**config.mk**
```make
export PLATFORM = sky130hd
export DESIGN_NAME = ibex_wb_arbiter
export DESIGN_NICKNAME = d
export VERILOG_FILES = /design/src/rtl/ibex_wb_arbiter.sv
export SDC_FILE = /design/constraint.sdc
export NUM_CORES = 1
export LEC_CHECK = 0
export BUFFER_PORTS_ARGS = -buffer_cell sky130_fd_sc_hd__buf_2
export CAP_MARGIN = 40
export CORE_MARGIN = 3
export CORE_UTILIZATION = 40
export CTS_CLUSTER_SIZE = 8
export DETAILED_ROUTE_END_ITERATION = 10
export PLACE_DENSITY = 0.57
export SYNTH_ARGS = -nofsm -noshare
export SYNTH_HDL_FRONTEND = slang
export SYNTH_SLANG_ARGS = --single-unit
```
**constraint.sdc**
```tcl
create_clock -name clk_i -period 4.15 [get_ports clk_i]
set_clock_uncertainty 0.2 [all_clocks]
set_input_delay 0.6225 -clock clk_i [delete_from_list [all_inputs] [get_ports clk_i]]
set_output_delay 0.6225 -clock clk_i [all_outputs]
set_load 0.02 [all_outputs]
```
**src/rtl/ibex_wb_arbiter.sv**
```systemverilog
// Writeback arbiter: merges execute results and in-order load responses onto RF write port A.
// Optional macro IBEX_WB_FORWARD_EN adds operand forwarding from the skid and output registers.
module ibex_wb_arbiter #(
  parameter int unsigned DataWidth = 32,
  parameter int unsigned MaxLoads  = 2
) (
  input  logic                 clk_i,
  input  logic                 rst_i,
  input  logic                 ex_valid_i,
  input  logic [4:0]           ex_waddr_i,
  input  logic [DataWidth-1:0] ex_wdata_i,
  output logic                 ex_ready_o,
  input  logic                 ld_issue_i,
  input  logic [4:0]           ld_issue_addr_i,
  output logic                 ld_issue_ready_o,
  input  logic                 lsu_rvalid_i,
  input  logic [DataWidth-1:0] lsu_rdata_i,
  input  logic                 lsu_err_i,
  input  logic [4:0]           raddr_a_i,
  input  logic [4:0]           raddr_b_i,
  output logic                 stall_a_o,
  output logic                 stall_b_o,
`ifdef IBEX_WB_FORWARD_EN
  input  logic [DataWidth-1:0] rf_rdata_a_i,
  input  logic [DataWidth-1:0] rf_rdata_b_i,
  output logic [DataWidth-1:0] rdata_a_o,
  output logic [DataWidth-1:0] rdata_b_o,
`endif
  output logic [4:0]           waddr_a_o,
  output logic [DataWidth-1:0] wdata_a_o,
  output logic                 we_a_o
);

  localparam int unsigned PW = (MaxLoads > 1) ? $clog2(MaxLoads) : 1;
  localparam int unsigned CW = $clog2(MaxLoads + 1);

  logic [31:0]          r_pending;
  logic [4:0]           r_fifo [MaxLoads];
  logic [PW-1:0]        r_head;
  logic [PW-1:0]        r_tail;
  logic [CW-1:0]        r_count;
  logic                 r_skid_v;
  logic [4:0]           r_skid_a;
  logic [DataWidth-1:0] r_skid_d;
  logic                 r_we;
  logic [4:0]           r_waddr;
  logic [DataWidth-1:0] r_wdata;

  logic       w_rsp;
  logic       w_ld_acc;
  logic       w_ex_acc;
  logic [4:0] w_head;
  logic       w_pend_a;
  logic       w_pend_b;
  logic       w_skid_a;
  logic       w_skid_b;
  logic       w_out_a;
  logic       w_out_b;

  assign waddr_a_o = r_waddr;
  assign wdata_a_o = r_wdata;
  assign we_a_o    = r_we;

  assign w_head   = r_fifo[r_head];
  assign w_rsp    = lsu_rvalid_i && (r_count != '0);
  assign w_ld_acc = ld_issue_i && ld_issue_ready_o;
  assign w_ex_acc = ex_valid_i && ex_ready_o;

  assign ld_issue_ready_o = (r_count < CW'(MaxLoads)) &&
                            !r_pending[ld_issue_addr_i];
  assign ex_ready_o = !r_skid_v &&
                      !(ex_valid_i && r_pending[ex_waddr_i]);

  // Hazard matches for both read ports (x0 never hazards)
  always_comb begin
    w_pend_a = r_pending[raddr_a_i];
    w_pend_b = r_pending[raddr_b_i];
    w_skid_a = (raddr_a_i != 5'd0) && r_skid_v && (r_skid_a == raddr_a_i);
    w_skid_b = (raddr_b_i != 5'd0) && r_skid_v && (r_skid_a == raddr_b_i);
    w_out_a  = (raddr_a_i != 5'd0) && r_we && (r_waddr == raddr_a_i);
    w_out_b  = (raddr_b_i != 5'd0) && r_we && (r_waddr == raddr_b_i);
  end

`ifdef IBEX_WB_FORWARD_EN
  // Forward from output register first, then skid, else register file
  always_comb begin
    stall_a_o = w_pend_a;
    stall_b_o = w_pend_b;
    rdata_a_o = rf_rdata_a_i;
    rdata_b_o = rf_rdata_b_i;
    if (w_out_a)       rdata_a_o = r_wdata;
    else if (w_skid_a) rdata_a_o = r_skid_d;
    if (w_out_b)       rdata_b_o = r_wdata;
    else if (w_skid_b) rdata_b_o = r_skid_d;
  end
`else
  // Any in-flight producer of the operand stalls decode
  always_comb begin
    stall_a_o = w_pend_a | w_skid_a | w_out_a;
    stall_b_o = w_pend_b | w_skid_b | w_out_b;
  end
`endif

  // Load scoreboard, destination FIFO and outstanding count
  always_ff @(posedge clk_i) begin
    if (rst_i) begin
      r_pending <= '0;
      r_head    <= '0;
      r_tail    <= '0;
      r_count   <= '0;
      for (int i = 0; i < int'(MaxLoads); i++) r_fifo[i] <= '0;
    end else begin
      if (w_rsp) begin
        r_pending[w_head] <= 1'b0;
        r_head <= (r_head == PW'(MaxLoads - 1)) ? '0 : r_head + 1'b1;
      end
      if (w_ld_acc) begin
        if (ld_issue_addr_i != 5'd0) r_pending[ld_issue_addr_i] <= 1'b1;
        r_fifo[r_tail] <= ld_issue_addr_i;
        r_tail <= (r_tail == PW'(MaxLoads - 1)) ? '0 : r_tail + 1'b1;
      end
      if (w_ld_acc && !w_rsp)      r_count <= r_count + 1'b1;
      else if (!w_ld_acc && w_rsp) r_count <= r_count - 1'b1;
    end
  end

  // Write-port selection: load response, then skid, then execute
  always_ff @(posedge clk_i) begin
    if (rst_i) begin
      r_skid_v <= 1'b0;
      r_skid_a <= '0;
      r_skid_d <= '0;
      r_we     <= 1'b0;
      r_waddr  <= '0;
      r_wdata  <= '0;
    end else if (w_rsp) begin
      r_we    <= !lsu_err_i && (w_head != 5'd0);
      r_waddr <= w_head;
      r_wdata <= lsu_rdata_i;
      if (w_ex_acc) begin
        r_skid_v <= 1'b1;
        r_skid_a <= ex_waddr_i;
        r_skid_d <= ex_wdata_i;
      end
    end else if (r_skid_v) begin
      r_we     <= (r_skid_a != 5'd0);
      r_waddr  <= r_skid_a;
      r_wdata  <= r_skid_d;
      r_skid_v <= 1'b0;
    end else if (w_ex_acc) begin
      r_we    <= (ex_waddr_i != 5'd0);
      r_waddr <= ex_waddr_i;
      r_wdata <= ex_wdata_i;
    end else begin
      r_we <= 1'b0;
    end
  end

  a_rsp_without_load: assert property (
    @(posedge clk_i) disable iff (rst_i) !(lsu_rvalid_i && (r_count == '0))
  );

endmodule

```
==> flow_summary.ini, run 1 <==
[status]
outcome = finished, final reports clean

[logic_synthesis]
ys.flop_type = dfxtp_1
yosysSeqAreaShare = 0.3458
synth.area.top_cells = dfxtp_1, mux2i_1, mux4_2
synth_seq_cells = 123
syn-instance-count = 789
avgSynthCellArea_um2 = 9.393
yosysMostFrequentCell = dfxtp_1
synth_top_cell_area_share = 0.3053
synth_edf_count = 10
synthArstFlopShare = 0
synth_fp_nets = 880
yosys.area.top_type = dfxtp_1
synth.cell_area_mm2 = 0.007411
yosysWarningCount = 0
synthTopCellsByCount = dfxtp_1, mux2i_1, nand2b_1
ys_types = 50

[critical_path]
cp_slowest_cell = mux4_2
reg2reg_from = r_pending[21]
reg2regPathDepth = 8
crit_arrival_ns = 2.39
critPathLaunchType = input pin
cp.required_ns = 3.33
end_kind = output port
critical_path.cell_chain = buf_2, mux4_2, mux4_2, mux2i_1, o21ai_0, buf_2
slowest_delay_ns = 0.54
worstSetupEndpoint = stall_b_o
regToRegSetupSlack_ns = 1.22
crit_type = in2out
cp_max_fo = 11
r2r_end = r_count[1]
critPathLaunch = raddr_b_i[0]

[detailed_routing]
dr.pass1.iters = 5
via_count = 6431
drt_iter0_markers = 506
drtAntennaViolNets = 0
drt_wl_total_mm = 21.25
via_per_inst = 5.696
drc = 0
wl_per_cell_um = 18.82

[layout]
fin_nets = 975
fin_cells = 1129
n_fill_cell = 1739
finish.utilization = 0.4880
syn2layout_area_growth_pct = 19.09
drive_gt1_frac = 0.2497

[clock_tree]
cts_hold_buf = 0
cts_root_buf = clkbuf_16
clkLatencyLatePin_ns = 0.41
cts_setup_buffers = 0
post_cts_resized = 0
cts_tree = done
cts.clk_slew.worst_paths_ns = 0.06
cts_buffer_depth = 2
cts_buffers = 17
cts.sinks = 123
htreeDepth = 4

[placed_design]
port_buffers = 131
dpl.cell_count = 1094
gp_congestion = 0.8560
dpl.hpwl_mm = 14.45

[timing]
setup_viol = 0
fin_tns_setup_ns = 0
relSlewSlack = 0.4733
finalMaxSlewViolations = 0
fmax_mhz = 311.6
worst_slew_pin_slew_ns = 0.7681
rsz0062_at_grt = false
fin_crit_sh = 0.7732
hold_violations = 0
period_needed_ns = 3.209

[worst_hold_path]
min_path_type = reg2reg
whs_path_depth = 2

[global_routing]
grt_pass1_vias = 6175
grt_usage = 0.2092
grt_overflow = 0
antenna_found_initial = 2
grt_max_degree = 70
grt_pass1_wl_mm = 33.70

[flow_run]
drv_cap = 0

[floorplanning]
initial_core_util = 0.4098
core.rowCount = 49
core_area_mm2 = 0.01809
dieArea_mm2 = 0.02020
die_h_um = 142.1
die_w_um = 142.1
ioPinCount = 132

[pwr]
pwr_density_cell_mw_per_mm2 = 489.2
p_leak_uw = 0.003386
vdd_ir_drop_max_mv = 0.3010
flip-flops by register name (all words and copies together), names as in the netlist, named ones only:
register and cells:
r_count 2, r_fifo 10, r_head 1, r_pending 32, r_skid_a 5, r_skid_d 32
r_skid_v 1, r_tail 1, waddr_a_o 5, wdata_a_o 32, we_a_o 1
report_power, final:
part           internal [uW]  switching (uW)
logic                    487             783
registers               1360             129
clock network            998             564
final cells by class:
type	count	area [um^2]	area share
antenna	3	7.507	0.0008506
clock buffer	20	466.7	0.05288
clock inverter	12	163.9	0.01857
inverter	7	26.28	0.002977
multi-input combinational	590	4523	0.5125
sequential	123	2564	0.2905
tap	229	286.5	0.03246
timing repair buffer	145	788.3	0.08931
worst min-delay path by stage:
stage                   startpoint       endpoint  slack [ns]
global placement      wdata_a_o[2]   wdata_a_o[2]        0.25
global route        ex_wdata_i[22]   r_skid_d[22]        0.27
detailed placement   wdata_a_o[14]  wdata_a_o[14]        0.26
finish                wdata_a_o[5]   wdata_a_o[5]        0.26
CTS                 ex_wdata_i[20]   r_skid_d[20]        0.25
floorplan              r_skid_d[0]    r_skid_d[0]        0.25
critical path, delay by kind of cell:
kind	cells	cell delay, ns
compound gates	1	0.10
mux	3	1.19
buf+inv	2	0.47
layer usage:
layer / wire length [um] / global-route usage / up-vias
met5: 0 / 0 / -
met4: 369 / 0.06717 / 0
met3: 1233 / 0.04704 / 25
met2: 9708 / 0.3135 / 212
met1: 9934 / 0.3000 / 3102
li1: - / - / 3092
layout by cell type (no fill, tap or decap), types with 3 or more instances in the layout:
cell and n:
buf_2 130, dfxtp_1 112, mux2i_1 97, nand2b_1 79
nor2_1 51, nand3_1 44, a21oi_1 41, o21ai_0 33
a221o_1 33, nand2_1 29, mux4_2 24, nor2b_1 19
xor2_1 19, nand3b_1 17, clkbuf_16 17, o21ai_2 14
buf_4 13, edfxtp_1 10, and3_1 9, a22oi_1 9
a31oi_1 7, or3_1 7, inv_1 6, xnor2_1 5
nor4_1 5, or4_1 5, nor3b_1 5, mux4_1 4
nor3_1 4, clkinv_4 4, diode_2 3, a21o_1 3
and2_1 3, o21ai_1 3, clkbuf_8 3, clkinvlp_4 3
bufinv_16 3
through the flow:
stage | setup slack [ns] | instance area [um^2] | hold slack, ns | power [uW]
floorplan | 0.8682 | 7411 | 0.2483 | 2368
global placement | 0.6391 | 8168 | 0.2516 | 2776
detailed placement | 0.6179 | 8188 | 0.2572 | 2775
CTS | 0.9405 | 8818 | 0.2526 | 4348
global route | 0.8198 | 8823 | 0.2684 | 4538
finish | 0.9411 | 8826 | 0.2630 | 4317
cell families after synthesis:
logic type / share of synthesized area
adders and majority gates: 0.001688
and+or+nand+nor: 0.2127
xor gates and xnor gates: 0.02836
buffers and inverters: 0.04727
DFF: 0.3458
AOI/OAI and AO/OA: 0.1445
muxes: 0.2197
(Power assumes the default switching activity.)
==> inputs of run 2 (changes only) <==
- clock period: 4.15 -> 3.3 ns (I/O delays scaled with it)
==> flow_summary.ini, run 2 (synthesis results as in run 1) <==
[floorplanning]
core.rowCount = 49
ioPinCount = 132
die_w_um = 142.1
die_h_um = 142.1
core_area_mm2 = 0.01809
dieArea_mm2 = 0.02020
initial_core_util = 0.4098

[critical_path]
cp.required_ns = 2.60
end_kind = output port
crit_arrival_ns = 2.31
slowest_delay_ns = 0.57
critical_path.cell_chain = buf_2, mux4_2, mux4_2, mux2i_1, o21ai_0, buf_2
reg2regPathDepth = 8
critPathLaunchType = input pin
worst-path-buf-inv = 2
cp_max_fo = 11
path_depth = 6
crit_type = in2out
critPathTopFamily = multiplexers
cp_slowest_cell = mux4_2

[detailed_routing]
via_count = 6444
drc = 0
via_per_inst = 5.673
drt_iter0_markers = 571
dr.pass1.iters = 5
drt_wl_total_mm = 21.08
drtAntennaViolNets = 0
wl_per_cell_um = 18.56

[clock_tree]
post_cts_resized = 0
cts_buffers = 17
cts_hold_buf = 0
htreeDepth = 4
cts.clk_slew.worst_paths_ns = 0.06
cts_buffer_depth = 2
cts_tree = done
cts.sinks = 123
clkLatencyLatePin_ns = 0.41
cts_setup_buffers = 0
cts_root_buf = clkbuf_16

[timing]
fmax_mhz = 333.0
finalMaxSlewViolations = 0
hold_violations = 0
worst_slew_pin_slew_ns = 0.7789
setup_viol = 0
fin_tns_setup_ns = 0
timing.hold.ws_ns = 0.1465
relSlewSlack = 0.4807
fin_crit_sh = 0.9099
rsz0062_at_grt = false
setup_ws_ns = 0.2973
period_needed_ns = 3.003

[layout]
fin_nets = 984
fin_cells = 1136
layout_common_cells = buf_2, dfxtp_1, mux2i_1, nand2b_1, nor2_1
n_fill_cell = 1716
layout_commonest_cell = buf_2
drive_gt1_frac = 0.2561
syn2layout_area_growth_pct = 19.62

[placed_design]
port_buffers = 131
gp_congestion = 0.8794
dpl.cell_count = 1103
pre_cts_ws_ns = 0.06873
dpl.hpwl_mm = 14.62

[pwr]
p_leak_uw = 0.003427
vdd_ir_drop_max_mv = 0.4628
pwr_density_cell_mw_per_mm2 = 594.3

[global_routing]
grt_overflow = 0
grt_max_degree = 88
antenna_found_initial = 2
grt_pass1_wl_mm = 33.51
grt_usage = 0.2088
grt_pass1_vias = 5967

[worst_hold_path]
min_path_type = in2reg
whs_path_depth = 3

[flow_run]
drv_cap = 0

[status]
outcome = finished, final reports clean
## run 2: report_power, final
part           switching, uW  internal (uW)  leakage [uW]
Sequential               161           1700       0.00103
Clock                    701           1090      0.000280
Combinational            965            646       0.00212
Total                   1830           3440       0.00343
## run 2: worst paths after layout
check | start | end | slack, ns
max | raddr_b_i[0] | stall_b_o | 0.30
min reg2reg | wdata_a_o[12] | wdata_a_o[12] | 0.26
max reg2reg | r_pending[21] | r_count[1] | 0.45
min | ex_wdata_i[21] | r_skid_d[21] | 0.15
## run 2: layer usage
layer | part of all wire | track usage | vias up
li1 | - | - | 3113
met1 | 0.48 | 0.3032 | 3108
met2 | 0.45 | 0.3083 | 200
met3 | 0.061 | 0.05242 | 21
met4 | 0.012 | 0.05960 | 2
met5 | 0.00062 | 0 | -
## run 2: worst register-to-register path, stage by stage, from the launching register on
cell and delay (ns):
dfxtp_1 0.37, mux4_1 0.52, a32oi_1 0.22, nand3_1 0.11
or3_1 0.48, inv_1 0.12, ha_1 0.26, or3_1 0.35
a21oi_1 0.14
## run 2: metrics by stage
| step | instance area (um^2) | util | total power (uW) |
|---|---|---|---|
| after floorplan | 7411 | - | 2978 |
| after global placement | 8273 | 0.4574 | 3504 |
| after detailed placement | 8300 | 0.4589 | 3507 |
| after CTS | 8862 | 0.4900 | 5302 |
| after global routing | 8865 | 0.4901 | 5561 |
| final | 8865 | 0.4901 | 5268 |
## run 2: layout make-up
class,count,area [um^2],share of cell area
inverter,7,26.28,0.002964
clock buffer,21,470.5,0.05307
antenna,1,2.502,0.0002823
tap,229,286.5,0.03232
sequential,123,2564,0.2892
timing repair buffer,154,900.9,0.1016
multi-input combinational,590,4523,0.5102
clock inverter,11,91.34,0.01030
